===== src/rtl/mem_pkg.sv =====
// Shared definitions for the memory copy/fill engine.
//   state_t   : engine FSM states
//   ADDR_W    : default memory address width
//   DATA_W    : default memory data width
//   LEN_W     : default transfer length field width
//   MODE_*    : encodings of the mode input
package mem_pkg;

    localparam int ADDR_W = 8;
    localparam int DATA_W = 8;
    localparam int LEN_W  = 8;

    localparam logic MODE_COPY = 1'b0;
    localparam logic MODE_FILL = 1'b1;

    typedef enum logic [1:0] {
        IDLE  = 2'd0,
        READ  = 2'd1,
        WRITE = 2'd2,
        DONE  = 2'd3
    } state_t;

endpackage


===== src/rtl/mem_copy_engine.sv =====
// Block-transfer memory master. Copies `length` bytes from src_addr to
// dst_addr (copy mode) or writes fill_value to `length` bytes at dst_addr
// (fill mode), one byte per memory access, strictly in ascending order.
// Keeps an 8-bit running sum of every byte written.
//
// Ports:
//   clk, reset                 clock, synchronous active-high reset
//   start, mode                one-cycle request (IDLE only), 0=copy 1=fill
//   src_addr, dst_addr         transfer base addresses (wrap mod 2^ADDR_W)
//   length, fill_value         byte count and fill byte
//   busy, done                 transfer in progress / one-cycle completion
//   checksum                   sum of bytes written by the last transfer
//   mem_read, mem_write        memory strobes (write lands on posedge)
//   mem_addr, mem_write_data   memory address / write data
//   mem_read_data              combinational read data
module mem_copy_engine #(
    parameter int ADDR_W = mem_pkg::ADDR_W,
    parameter int DATA_W = mem_pkg::DATA_W,
    parameter int LEN_W  = mem_pkg::LEN_W
) (
    input  logic              clk,
    input  logic              reset,
    input  logic              start,
    input  logic              mode,
    input  logic [ADDR_W-1:0] src_addr,
    input  logic [ADDR_W-1:0] dst_addr,
    input  logic [LEN_W-1:0]  length,
    input  logic [DATA_W-1:0] fill_value,
    output logic              busy,
    output logic              done,
    output logic [DATA_W-1:0] checksum,
    output logic              mem_read,
    output logic              mem_write,
    output logic [ADDR_W-1:0] mem_addr,
    output logic [DATA_W-1:0] mem_write_data,
    input  logic [DATA_W-1:0] mem_read_data
);

    import mem_pkg::*;

    state_t            state_q, state_d;
    logic              mode_q, mode_d;
    logic [ADDR_W-1:0] src_q, src_d;
    logic [ADDR_W-1:0] dst_q, dst_d;
    logic [LEN_W-1:0]  len_q, len_d;
    logic [LEN_W-1:0]  cnt_q, cnt_d;
    logic [DATA_W-1:0] fill_q, fill_d;
    logic [DATA_W-1:0] buf_q, buf_d;
    logic [DATA_W-1:0] csum_q, csum_d;

    logic [LEN_W-1:0]  cnt_inc;
    logic [DATA_W-1:0] wdata;
    logic              rd_en, wr_en;

    assign cnt_inc = cnt_q + 1'b1;
    assign wdata   = (mode_q == MODE_FILL) ? fill_q : buf_q;

    always_comb begin
        state_d        = state_q;
        mode_d         = mode_q;
        src_d          = src_q;
        dst_d          = dst_q;
        len_d          = len_q;
        cnt_d          = cnt_q;
        fill_d         = fill_q;
        buf_d          = buf_q;
        csum_d         = csum_q;
        busy           = 1'b0;
        done           = 1'b0;
        rd_en          = 1'b0;
        wr_en          = 1'b0;
        mem_addr       = '0;
        mem_write_data = '0;

        case (state_q)
            IDLE: begin
                if (start) begin
                    mode_d = mode;
                    src_d  = src_addr;
                    dst_d  = dst_addr;
                    len_d  = length;
                    fill_d = fill_value;
                    cnt_d  = '0;
                    csum_d = '0;
                    if (length == '0)
                        state_d = DONE;
                    else if (mode == MODE_FILL)
                        state_d = WRITE;
                    else
                        state_d = READ;
                end
            end
            READ: begin
                busy     = 1'b1;
                rd_en    = 1'b1;
                mem_addr = src_q + ADDR_W'(cnt_q);
                buf_d    = mem_read_data;
                state_d  = WRITE;
            end
            WRITE: begin
                busy           = 1'b1;
                wr_en          = 1'b1;
                mem_addr       = dst_q + ADDR_W'(cnt_q);
                mem_write_data = wdata;
                csum_d         = csum_q + wdata;
                cnt_d          = cnt_inc;
                if (cnt_inc == len_q)
                    state_d = DONE;
                else if (mode_q == MODE_FILL)
                    state_d = WRITE;
                else
                    state_d = READ;
            end
            DONE: begin
                done    = 1'b1;
                state_d = IDLE;
            end
            default: state_d = IDLE;
        endcase
    end

    // Strobes are gated by reset directly so the edge that samples reset can
    // never commit a write, even when reset arrives mid-transfer.
    assign mem_read  = rd_en & ~reset;
    assign mem_write = wr_en & ~reset;
    assign checksum  = csum_q;

    always_ff @(posedge clk) begin
        if (reset) begin
            state_q <= IDLE;
            mode_q  <= 1'b0;
            src_q   <= '0;
            dst_q   <= '0;
            len_q   <= '0;
            cnt_q   <= '0;
            fill_q  <= '0;
            buf_q   <= '0;
            csum_q  <= '0;
        end else begin
            state_q <= state_d;
            mode_q  <= mode_d;
            src_q   <= src_d;
            dst_q   <= dst_d;
            len_q   <= len_d;
            cnt_q   <= cnt_d;
            fill_q  <= fill_d;
            buf_q   <= buf_d;
            csum_q  <= csum_d;
        end
    end

endmodule


===== config.mk =====
export PLATFORM = sky130hd
export DESIGN_NAME = mem_copy_engine
export DESIGN_NICKNAME = d
export VERILOG_FILES = /design/src/rtl/mem_pkg.sv /design/src/rtl/mem_copy_engine.sv
export SDC_FILE = /design/constraint.sdc
export NUM_CORES = 1
export LEC_CHECK = 0
export BUFFER_PORTS_ARGS = -buffer_cell sky130_fd_sc_hd__buf_4
export CORE_UTILIZATION = 40
export DETAILED_ROUTE_END_ITERATION = 10
export SETUP_SLACK_MARGIN = 0.02
export SYNTH_ARGS = -nofsm -noshare
export SYNTH_HDL_FRONTEND = slang
export SYNTH_SLANG_ARGS = --single-unit

===== constraint.sdc =====
create_clock -name clk -period 4.67 [get_ports clk]
set_input_delay 0.2335 -clock clk [delete_from_list [all_inputs] [get_ports clk]]
set_output_delay 0.2335 -clock clk [all_outputs]
set_load 0.01 [all_outputs]

==> impl_metrics.env <==
export IMPL_yosysWarnings=0
export IMPL_tightest_slew_ns=1.23
export IMPL_slew_violations=0
export IMPL_power_leakage_uw=0.00178
export IMPL_wirelength_um=8100
export IMPL_postLayoutCoreUtil=0.521
export IMPL_worstSetupPathType="reg2out"
export IMPL_setup_viol_count_final=0
export IMPL_synth_area_leaders="dfxtp_1 (36%), nand2_1 (8.7%), a21oi_1 (7.6%), ha_1 (7.3%), mux2_2 (4.8%)"
export IMPL_clk_pin_slew_ns=0.07
export IMPL_cts_resized=0
export IMPL_first_global_vias=2904
export IMPL_synthFlopType="dfxtp_1"
export IMPL_insertion_delay_ns=0.33
export IMPL_layout_drive_gt1_share=0.238
export IMPL_wl_per_cell_um=14.1
export IMPL_synth_edf_count=0
export IMPL_rsz0062_at_grt="no"
export IMPL_fin_cells=576
export IMPL_cts_max_path_buffers=2
export IMPL_synth_area_um2=3280
export IMPL_antenna_found_initial=0
export IMPL_vias=2899
export IMPL_layout_nets=534
export IMPL_hold_violations=0
export IMPL_drt_initial_drc_count=164
export IMPL_cts_buffers_inserted=9
export IMPL_async_flop_share=0
export IMPL_max_freq_mhz=316
export IMPL_grt_max_degree=63
export IMPL_slew_headroom=0.179
export IMPL_drc=0
export IMPL_synthToLayoutAreaGrowth_pct=24.3
export IMPL_grt_overflow=0
export IMPL_final_cell_mix="nand2_1 (76), buf_4 (76), dfxtp_1 (59), a21oi_1 (50), nor2_1 (33)"
export IMPL_p_per_area_nw_per_um2=408
export IMPL_synth_cell_types=41
export IMPL_postSynthAreaPerCell_um2=8.13
export IMPL_htree_num_levels=3
export IMPL_cp_start_kind="register"
export IMPL_synthesis_nets=468
export IMPL_worstPathArrival_ns=2.93
export IMPL_core_um2=7810
export IMPL_post_cts_repair_setup_buffers=0
export IMPL_viasPerCell=5.03
export IMPL_outcome="finished clean"
export IMPL_cp_end_kind="output port"
export IMPL_cp_required_ns=4.44
export IMPL_postRouteAntennaNets=0
export IMPL_period_share=0.677
export IMPL_stdcell_area_um2=4070
export IMPL_timing_rr_start="mode_q"
export IMPL_skew_ns=0.00671
export IMPL_pin_count=72
export IMPL_cap_violations=0
export IMPL_hold_class="in2reg"
export IMPL_finalWorstSetupSlack_ns=1.51
export IMPL_tritoncts="done"
export IMPL_n_fill_cell=787
export IMPL_rows=32
export IMPL_ir_drop_mv=0.251
export IMPL_cts_sinks=59
export IMPL_dieWidth_um=92.5
export IMPL_crit_path_max_fanout=6
export IMPL_port_buffer_count=71
export IMPL_synth_top_cell_by_area="dfxtp_1"
export IMPL_grt_pass1_wl_um=13600
export IMPL_min_delay_start="mem_read_data[3]"
export IMPL_clockRootBuffer="clkbuf_8"
export IMPL_dp_hpwl_um=5680
export IMPL_place_area_um2=3890
export IMPL_initial_utilization=0.420
export IMPL_min_period_ns=3.16
export IMPL_postCtsHoldBufs=0
export IMPL_synth_top_area_frac=0.361
export IMPL_yosysSeqAreaShare=0.361
export IMPL_synth_seq_cells=59
export IMPL_die_y_um=92.5
export IMPL_grt_usage=0.203
export IMPL_place_inst=560
export IMPL_dieArea_um2=8560
export IMPL_synthCells=403
export IMPL_pre_cts_slack_ns=1.85
export IMPL_gp_congestion=0.793
export IMPL_tns_ns=0
export IMPL_crit_start="state_q[0]"
export IMPL_diodes=0
export IMPL_firstDrtPassIters=4
logic make-up after synthesis:
logic type	Yosys count	share of synthesized area
buffers and inverters	32	0.0374
adder cells (fa/ha/maj)	21	0.0848
flip-flops	59	0.361
multiplexers	28	0.0909
XOR/XNOR	20	0.0535
AO/OA/AOI/OAI	85	0.157
AND/OR/NAND/NOR	158	0.216
synth_stat cells, types with 11 or more instances:
master	number
mux2_2	14
clkbuf_1	18
xnor2_1	15
o21ai_0	11
and2_1	13
nor2_1	33
mux2i_1	14
dfxtp_1	59
nand2_1	76
ha_1	19
inv_1	11
a21oi_1	50
state kept, by name, indices dropped and copies added (netlist names):
name and cells:
buf_q 8, checksum 8, cnt_q 8, dst_q 8, fill_q 8, len_q 8, mode_q 1, src_q 8
state_q 2
worst paths after layout:
check	end	slack (ns)	depth (start not counted)
worst max-delay path	mem_addr[7]	1.51	11
worst min-delay path	buf_q[3]	0.13	3
worst max register to register	checksum[6]	1.94	9
worst min register to register	dst_q[2]	0.45	2
power by group:
| group | total [uW] | switching [uW] | internal (uW) | leakage, uW |
|---|---|---|---|---|
| registers | 624 | 51.4 | 572 | 0.000481 |
| logic | 614 | 348 | 266 | 0.00122 |
| clock network | 422 | 217 | 206 | 0.0000843 |
| total | 1660 | 616 | 1040 | 0.00178 |
per-stage QoR:
step           hold slack (ns)  power [uW]
6_report                 0.128        1660
5_1_grt                  0.123        1780
4_1_cts                  0.114        1680
3_5_place_dp             0.445        1250
3_3_place_gp             0.440        1240
2_1_floorplan            0.369        1050
worst max-delay path, stage by stage (launching register included):
cell and delay, ns:
dfxtp_1 0.35, inv_1 0.09, ha_1 0.29, mux2_2 0.38, ha_1 0.27, a21o_1 0.18
a21oi_1 0.21, o21ai_0 0.17, o41ai_2 0.25, xnor2_1 0.11, and2_1 0.16, buf_4 0.14
area by class of cell:
class | count | area, um2 | share of cell area
multi-input combinational | 312 | 1970 | 0.484
sequential | 59 | 1180 | 0.290
timing repair buffer | 76 | 571 | 0.140
clock buffer | 10 | 138 | 0.0338
tap | 102 | 128 | 0.0313
clock inverter | 6 | 41.3 | 0.0101
inverter | 11 | 41.3 | 0.0101
routing by layer:
metal / routed length [um] / track usage
met1: 3900 / 0.256
met5: 0 / 0
met4: 66 / 0.0690
met2: 3720 / 0.331
met3: 414 / 0.0567
No activity file was read; power rests on OpenSTA's default activity.
